$ cat src/rtl/switch_debounce_pkg.sv
// Shared LED mode codes, used by the switch debouncer and the LED mode selector.
package switch_debounce_pkg;

  typedef enum logic [1:0] {
    MODE_OFF   = 2'b00,
    MODE_ON1   = 2'b01,
    MODE_ON2   = 2'b10,
    MODE_BLINK = 2'b11
  } mode_e;

  localparam int MODE_W = 2;

endpackage

$ cat src/rtl/sync_2ff.sv
// Generic 2-flop synchroniser for asynchronous level inputs; resets to 0.
module sync_2ff #(
  parameter int WIDTH = 1
) (
  input  logic             i_clk,
  input  logic             i_rst,
  input  logic [WIDTH-1:0] i_d,
  output logic [WIDTH-1:0] o_q
);

  logic [WIDTH-1:0] r_meta;
  logic [WIDTH-1:0] r_sync;

  always_ff @(posedge i_clk or posedge i_rst) begin
    if (i_rst) begin
      r_meta <= '0;
      r_sync <= '0;
    end else begin
      r_meta <= i_d;
      r_sync <= r_meta;
    end
  end

  assign o_q = r_sync;

endmodule

$ cat src/rtl/switch_debounce.sv
// Synchronises the raw switch bus and commits a new code only after it has
// held unchanged for DEBOUNCE_CYCLES clocks; the whole vector debounces as one.
module switch_debounce
  import switch_debounce_pkg::*;
#(
  parameter int WIDTH           = 2,
  parameter int DEBOUNCE_CYCLES = 1_000_000
) (
  input  logic             i_clk,
  input  logic             i_rst,
  input  logic [WIDTH-1:0] i_sw_in,
  output logic [WIDTH-1:0] o_sw_out,
  output logic             o_sw_change
);

  localparam int                CNT_W    = $clog2(DEBOUNCE_CYCLES + 1);
  localparam logic [CNT_W-1:0]  CNT_LAST = CNT_W'(DEBOUNCE_CYCLES - 1);
  localparam logic [CNT_W-1:0]  CNT_ONE  = CNT_W'(1);
  localparam logic [WIDTH-1:0]  RST_CODE = WIDTH'(MODE_OFF);

  typedef enum logic {IDLE, WAIT} state_e;

  logic [WIDTH-1:0] w_sync;
  state_e           r_state, w_nxt_state;
  logic [WIDTH-1:0] r_cand,  w_nxt_cand;
  logic [CNT_W-1:0] r_cnt,   w_nxt_cnt;
  logic [WIDTH-1:0] r_sw_out, w_nxt_out;
  logic             r_change, w_nxt_change;

  sync_2ff #(.WIDTH(WIDTH)) u_sync (
    .i_clk (i_clk),
    .i_rst (i_rst),
    .i_d   (i_sw_in),
    .o_q   (w_sync)
  );

  always_ff @(posedge i_clk or posedge i_rst) begin
    if (i_rst) begin
      r_state  <= IDLE;
      r_cand   <= '0;
      r_cnt    <= '0;
      r_sw_out <= RST_CODE;
      r_change <= 1'b0;
    end else begin
      r_state  <= w_nxt_state;
      r_cand   <= w_nxt_cand;
      r_cnt    <= w_nxt_cnt;
      r_sw_out <= w_nxt_out;
      r_change <= w_nxt_change;
    end
  end

  // Any code differing from the candidate restarts the count at 1, so a
  // skewed multi-bit change only ever commits its final settled code.
  always_comb begin
    w_nxt_state  = r_state;
    w_nxt_cand   = r_cand;
    w_nxt_cnt    = r_cnt;
    w_nxt_out    = r_sw_out;
    w_nxt_change = 1'b0;
    case (r_state)
      IDLE: begin
        if (w_sync != r_sw_out) begin
          w_nxt_cand  = w_sync;
          w_nxt_cnt   = CNT_ONE;
          w_nxt_state = WAIT;
        end else begin
          w_nxt_cnt = '0;
        end
      end
      WAIT: begin
        if (w_sync == r_cand) begin
          if (r_cnt == CNT_LAST) begin
            w_nxt_out    = r_cand;
            w_nxt_change = 1'b1;
            w_nxt_cnt    = '0;
            w_nxt_state  = IDLE;
          end else begin
            w_nxt_cnt = r_cnt + CNT_ONE;
          end
        end else if (w_sync == r_sw_out) begin
          w_nxt_cnt   = '0;
          w_nxt_state = IDLE;
        end else begin
          w_nxt_cand = w_sync;
          w_nxt_cnt  = CNT_ONE;
        end
      end
      default: begin
        w_nxt_cnt   = '0;
        w_nxt_state = IDLE;
      end
    endcase
  end

  assign o_sw_out    = r_sw_out;
  assign o_sw_change = r_change;

endmodule

$ cat config.mk
export PLATFORM = sky130hd
export DESIGN_NAME = switch_debounce
export DESIGN_NICKNAME = d
export VERILOG_FILES = /design/src/rtl/switch_debounce_pkg.sv /design/src/rtl/sync_2ff.sv /design/src/rtl/switch_debounce.sv
export SDC_FILE = /design/constraint.sdc
export NUM_CORES = 1
export LEC_CHECK = 0
export ABC_AREA = 0
export CAP_MARGIN = 20
export CORE_MARGIN = 2
export CORE_UTILIZATION = 24
export DETAILED_ROUTE_END_ITERATION = 8
export GPL_TIMING_DRIVEN = 0
export PLACE_DENSITY = 0.51
export SYNTH_ARGS = -nofsm -noshare
export SYNTH_HDL_FRONTEND = slang
export SYNTH_SLANG_ARGS = --single-unit
$ cat constraint.sdc
create_clock -name i_clk -period 3.1 [get_ports i_clk]
set_clock_uncertainty 0.05 [all_clocks]
set_input_delay 0.775 -clock i_clk [delete_from_list [all_inputs] [get_ports i_clk]]
set_output_delay 0.775 -clock i_clk [all_outputs]
set_load 0.01 [all_outputs]
==> impl_metrics.toml, run 1 <==
[timing]
max_freq_ghz = 0.429
slew_headroom_pct = 58.9
setup_viol = 0
fin_setup_tns_ns = 0
tightest_slew_ns = 0.615
finalCritPeriodShare_pct = 75.2
hold_viol = 0
rsz0062_at_grt = "no"
fin_ws_ns = 0.770
fin_crit_ns = 2.33
maxSlewViolCount = 0

[setup_path]
reg2reg_from = "r_cnt[8]$_DFF_PP0_"
crit_required_ns = 3.20
crit_top_cell = "clkbuf_1"
path_class = "flop to flop"
worstPathArrival_ns = 2.43
worst_setup_path_start_kind = "flop"
critPathTopFamily = "buffers and inverters"
crit_path_end_kind = "flop"
cp_num_buf_inv = 2
cp_slowest_stage_delay_ns = 0.53
path_cells = "clkbuf_1, nor4b_1, nand4_1, o21bai_1, clkbuf_1, nor2_1"
r2r_end = "r_cnt[16]$_DFF_PP0_"
reg2reg_depth = 6
cp-startpoint = "r_cnt[8]$_DFF_PP0_"
crit_fanout = 10
critPathSlowestCell = "o21bai_1"
rrSetupSlack_ns = 0.77

[worst_hold_path]
hold_class = "flop to flop"
whs_endpoint = "u_sync.o_q[0]$_DFF_PP0_"
whs_path_depth = 0
hold_path_startpoint = "u_sync.r_meta[0]$_DFF_PP0_"

[floorplanning]
io_pins = 7
die_w_um = 80.8
initial_core_util_pct = 25.2
core_um2 = 5610
dieHeight_um = 80.8
row_count = 27
dieArea_um2 = 6520

[power_and_ir_drop]
worst_ir_drop_vdd_mv = 0.152
leakagePower_nw = 0.630
power.density_nw_per_um2 = 478

[synthesis]
yosysSeqAreaShare_pct = 53.1
avgSynthCellArea_um2 = 10.2
ys_types = 28
ys_seq_elements = 30
syn-cell-area_um2 = 1410
yosys_warnings = 0
synth_nets = 143
yosys-top-cells-area = "dfrtp_1 53%, xnor2_1 9.3%, nor2_1 6.1%"
synthCells = 138
yosysTopAreaCell = "dfrtp_1"
yosysTopAreaCellShare_pct = 53.1

[detailed_routing]
wire_per_inst_um = 11.5
drt_drc_violations_left = 0
vias = 991
routed_wl_um = 2580
drtAntennaViolNets = 0
first_iter_violations = 42
viasPerCell = 4.40
drt_first_pass_iters = 4

[grt]
grt_pass1_wl_um = 4970
grt-ovfl-total = 0
grt_antenna_before_repair = 0
grt_max_degree = 22
grtUsageTotal_pct = 10.2
grt_pass1_vias = 1080

[finish]
n_fill_cell = 598
drive_gt1_share_pct = 9.15
layout.nets = 157
areaGrowthSynthToFinish_pct = 19.3
final_core_util_pct = 30.1
antenna_cells = 0

[clock_network]
cts_buffers = 5
cts-hold-fix-buffers = 0
cts-root-buf = "clkbuf_8"
clkLatencyLatePin_ns = 0.28
cts_tree = "done"
clockBufferDepth = 2
cts_resized = 0
cts_sinks = 30
path_clk_slew_ns = 0.07
htreeDepth = 2
postCtsSetupBuffers = 0

[placement]
globalplace.congestion = 0.720
hpwlAfterDp_um = 1830
pre_cts_slack_ns = 0.754
io_buffers = 6

[job]
maxCapViolCount = 0

[status]
status = "finished clean"
sequential cells by signal, summed over array words and instances, names as in the netlist:
signal	cells
r_cnt	20
o_sw_out	2
r_cand	2
u_sync.o_q	2
u_sync.r_meta	2
o_sw_change	1
r_state	1
cell usage in the layout, fill, tap and decap left out, types with 2 or more instances in the layout:
cell	netlist	routed
nor3_1	6	6
xnor2_1	15	15
mux2_1	2	2
mux2i_1	2	2
dfrtp_1	30	30
o21ai_1	2	2
inv_1	7	7
nand3_1	7	7
clkdlybuf4s50_1	0	6
nand4_1	7	7
nand2_1	7	7
and3_1	2	2
nor2_1	23	23
o21ai_0	2	2
clkbuf_1	3	3
clkbuf_8	0	6
xor2_1	4	4
nor4_1	7	7
cells in the mapped netlist:
| cell type | n |
|---|---|
| inv_1 | 7 |
| a31o_2 | 1 |
| o21bai_1 | 1 |
| or4b_1 | 1 |
| mux2i_1 | 2 |
| nor4_1 | 7 |
| nor4_2 | 1 |
| nor4b_1 | 1 |
| and3_1 | 2 |
| mux2_1 | 2 |
| nor3_4 | 1 |
| ha_1 | 1 |
| and3b_1 | 1 |
| nand3_1 | 7 |
| nor3_1 | 6 |
| o21ai_1 | 2 |
| dfrtp_1 | 30 |
| xnor2_1 | 15 |
| or4_4 | 1 |
| nand2b_1 | 1 |
| nand2_1 | 7 |
| a21oi_1 | 1 |
| mux2_2 | 1 |
| o21ai_0 | 2 |
| xor2_1 | 4 |
| nand4_1 | 7 |
| nor2_1 | 23 |
| clkbuf_1 | 3 |
where the power goes:
group | switching (W) | internal [W]
Sequential | 0.0000105 | 0.000405
Clock | 0.000150 | 0.000178
Combinational | 0.0000386 | 0.0000228
Total | 0.000200 | 0.000606
worst max-delay path by stage:
stage / endpoint / slack [ns] / cells past startpoint
final: r_cnt[16]$_DFF_PP0_ / 0.77 / 6
after global routing: r_cnt[16]$_DFF_PP0_ / 0.54 / 6
after CTS: r_cnt[16]$_DFF_PP0_ / 0.73 / 6
after detailed placement: r_cnt[10]$_DFF_PP0_ / 0.75 / 6
after global placement: r_cnt[11]$_DFF_PP0_ / 0.73 / 6
after floorplan: o_sw_out[0]$_DFFE_PP0P_ / 0.94 / 4
cell type report:
class,instances,area [µm²],share of cell area [%]
flip-flops and latches,30,751,44.5
multi-input cells,98,626,37.1
well taps,72,90.1,5.34
repair buffers,7,87.6,5.19
clock buffers,6,82.6,4.90
inverters,7,26.3,1.56
clock inverters,2,12.5,0.742
plain buffers,3,11.3,0.668
kinds of logic after synthesis:
group	Yosys count	share of synthesized area [%]
buffers and inverters	10	2.66
multiplexers	5	3.81
flip-flops	30	53.1
AO/OA/AOI/OAI	7	2.92
XOR/XNOR	19	11.8
AND/OR/NAND/NOR	66	24.9
adder cells (fa/ha/maj)	1	0.885
per-stage QoR:
step                instance area [µm²]  total power (W)  std cells  hold WS [ns]
global placement                   1560         0.000483        216         0.284
finish                             1690         0.000806        225         0.300
floorplan                          1410         0.000463        138         0.281
CTS                                1690         0.000819        225         0.305
global route                       1690         0.000847        225         0.308
detailed placement                 1590         0.000487        217         0.289
per-layer routing:
layer	GRT usage [%]	vias up	share of wire (%)
li1	-	505	-
met1	12.7	469	51
met2	15.6	10	43
met3	4.00	7	3.7
met4	5.08	0	2.4
met5	0	-	0
(Power assumes the default switching activity.)
==> inputs of run 2 (changes only) <==
==> constraint.sdc (replaced) <==
create_clock -name i_clk -period 2.2 [get_ports i_clk]
set_clock_uncertainty 0.05 [all_clocks]
set_input_delay 0.55 -clock i_clk [delete_from_list [all_inputs] [get_ports i_clk]]
set_output_delay 0.55 -clock i_clk [all_outputs]
set_load 0.01 [all_outputs]
==> run 2 against run 1 <==
- power increased by 41%
- first-iteration DRC count increased by 52%
- critical endpoint is now o_sw_out[1]$_DFFE_PP0P_
- flip-flop and latch count unchanged
- largest cell class unchanged
- cell count increased by 1.8%
- wire length increased by 4.3%
- critical path type unchanged
- global-route usage increased by 0.094 points
- highest routed layer unchanged
- largest power group unchanged
- design area increased by 3.7%
==> impl_metrics.toml, run 2 (same netlist as run 1, synthesis figures left out) <==
[status]
status = "finished clean"

[timing]
hold_slack_ns = 0.300
setup_viol = 0
tightest_slew_ns = 0.490
max_freq_ghz = 0.471
fin_crit_ns = 2.12
slew_headroom_pct = 67.3
hold_viol = 0
fin_ws_ns = 0.0779
maxSlewViolCount = 0
rsz0062_at_grt = "no"
finalCritPeriodShare_pct = 96.5
fin_setup_tns_ns = 0

[setup_path]
path_cells = "or4b_1, or4_4, nor3_4, mux2_4"
crit_required_ns = 2.32
crit_fanout = 3
worst_setup_path_start_kind = "flop"
reg2reg_from = "r_cnt[13]$_DFF_PP0_"
critPathSlowestCell = "or4b_1"
path_class = "flop to flop"
rrSetupSlack_ns = 0.08
cp_slowest_stage_delay_ns = 0.50
crit_path_end_kind = "flop"
r2r_end = "o_sw_out[1]$_DFFE_PP0P_"
reg2reg_depth = 4
worstPathArrival_ns = 2.24

[finish]
drive_gt1_share_pct = 15.9
final_common_cell = "dfrtp_1"
n_fill_cell = 593
antenna_cells = 0
layout.nets = 161
regArea_um2 = 752
areaGrowthSynthToFinish_pct = 23.7
multi_input_area_um2 = 656
regMostFlops = "r_cnt"
fin_area_um2 = 1750
largest_reg_flops = 20
final_cell_mix = "29 x dfrtp_1, 23 x nor2_1, 15 x xnor2_1"

[clock_network]
path_clk_slew_ns = 0.07
clockBufferDepth = 2
clkLatencyLatePin_ns = 0.28
cts_tree = "done"
htreeDepth = 2
cts-root-buf = "clkbuf_8"
cts_buffers = 5
cts_sinks = 30

[power_and_ir_drop]
power_frac_comb_pct = 8.0
p_int_w = 0.000857
power.density_nw_per_um2 = 652
worst_ir_drop_vdd_mv = 0.215
clkPwrFrac_pct = 40.5
leakagePower_nw = 0.651
power.total_w = 0.00114
p_switching_w = 0.000283
pwr-share-seq_pct = 51.5
p_sw_share_pct = 24.8

[grt]
grt_antenna_before_repair = 0
grtUsageTotal_pct = 10.3
grt_max_degree = 22
grt_pass1_wl_um = 5020
grt-ovfl-total = 0
grt_pass1_vias = 1096

[placement]
pre_cts_slack_ns = -0.146
globalplace.congestion = 0.720
hpwlAfterDp_um = 1830
dpl_cell_area_um2 = 1590
io_buffers = 6

[floorplanning]
initial_core_util_pct = 25.2
row_count = 27
dieHeight_um = 80.8
core_um2 = 5610
die_w_um = 80.8
dieArea_um2 = 6520
io_pins = 7

[detailed_routing]
first_iter_violations = 64
routed_wl_um = 2690
wire_per_inst_um = 11.8
drtAntennaViolNets = 0
drt_first_pass_iters = 4
vias = 1014
drt_drc_violations_left = 0
viasPerCell = 4.43

[worst_hold_path]
hold_path_startpoint = "u_sync.r_meta[0]$_DFF_PP0_"
whs_path_depth = 0
whs_endpoint = "u_sync.o_q[0]$_DFF_PP0_"
hold_class = "flop to flop"

[job]
maxCapViolCount = 0
-- run 2: cell types whose count changed in the layout (fill, tap and decap cells not counted), sizes merged --
cell / delta
buf: +4
-- run 2: metrics by stage --
step                util (%)  cells
floorplan                  -    138
global placement        27.9    216
detailed placement      28.4    217
CTS                     30.3    226
global route            31.2    229
finish                  31.2    229
-- run 2: cell type report --
type / count / area share (%)
clock inverters: 2 / 0.715
clock buffers: 6 / 4.72
inverters: 7 / 1.50
flip-flops and latches: 30 / 43.0
plain buffers: 3 / 0.715
repair buffers: 11 / 6.72
well taps: 72 / 5.15
multi-input cells: 98 / 37.5
-- run 2: worst max-delay path by stage --
stage | from | end | slack [ns] | depth (start not counted)
floorplan | r_cnt[13]$_DFF_PP0_ | o_sw_out[0]$_DFFE_PP0P_ | 0.04 | 4
global placement | r_cnt[8]$_DFF_PP0_ | r_cnt[11]$_DFF_PP0_ | -0.17 | 6
detailed placement | r_cnt[8]$_DFF_PP0_ | r_cnt[10]$_DFF_PP0_ | -0.15 | 6
CTS | r_cnt[8]$_DFF_PP0_ | r_cnt[16]$_DFF_PP0_ | 0.02 | 6
global route | r_cnt[0]$_DFF_PP0_ | o_sw_out[1]$_DFFE_PP0P_ | 0.02 | 5
finish | r_cnt[13]$_DFF_PP0_ | o_sw_out[1]$_DFFE_PP0P_ | 0.08 | 4
-- run 2: layer usage --
metal	track usage (%)	routed length (µm)	vias up
li1	-	-	512
met1	12.7	1350	479
met2	15.9	1170	16
met3	4.00	113	7
met4	5.08	61	0
met5	0	0	-
-- run 2: what timing repair did --
item                                    4_1_cts  5_1_grt
pin swaps                                     1        4
buffers inserted                              1        3
gates resized for setup                       2        7
endpoints found under the setup margin       12       14
hold endpoints to repair                      0        0
hold buffers                                  0        0
-- run 2: critical path: cells and delay by family, from the launching register on --
family	cells	cell delay, ns
flops	1	0.42
mux	1	0.32
simple gates	3	1.21
-- run 2: power by group through the flow --
| stage | registers, W | logic [W] | clock network [W] |
|---|---|---|---|
| 3_3_place_gp | 0.000596 | 0.0000843 | 0 |
| 6_report | 0.000587 | 0.0000907 | 0.000462 |
| 4_1_cts | 0.000586 | 0.0000914 | 0.000478 |
| 5_1_grt | 0.000590 | 0.000105 | 0.000503 |
| 3_5_place_dp | 0.000597 | 0.0000898 | 0 |
| 2_1_floorplan | 0.000593 | 0.0000597 | 0 |
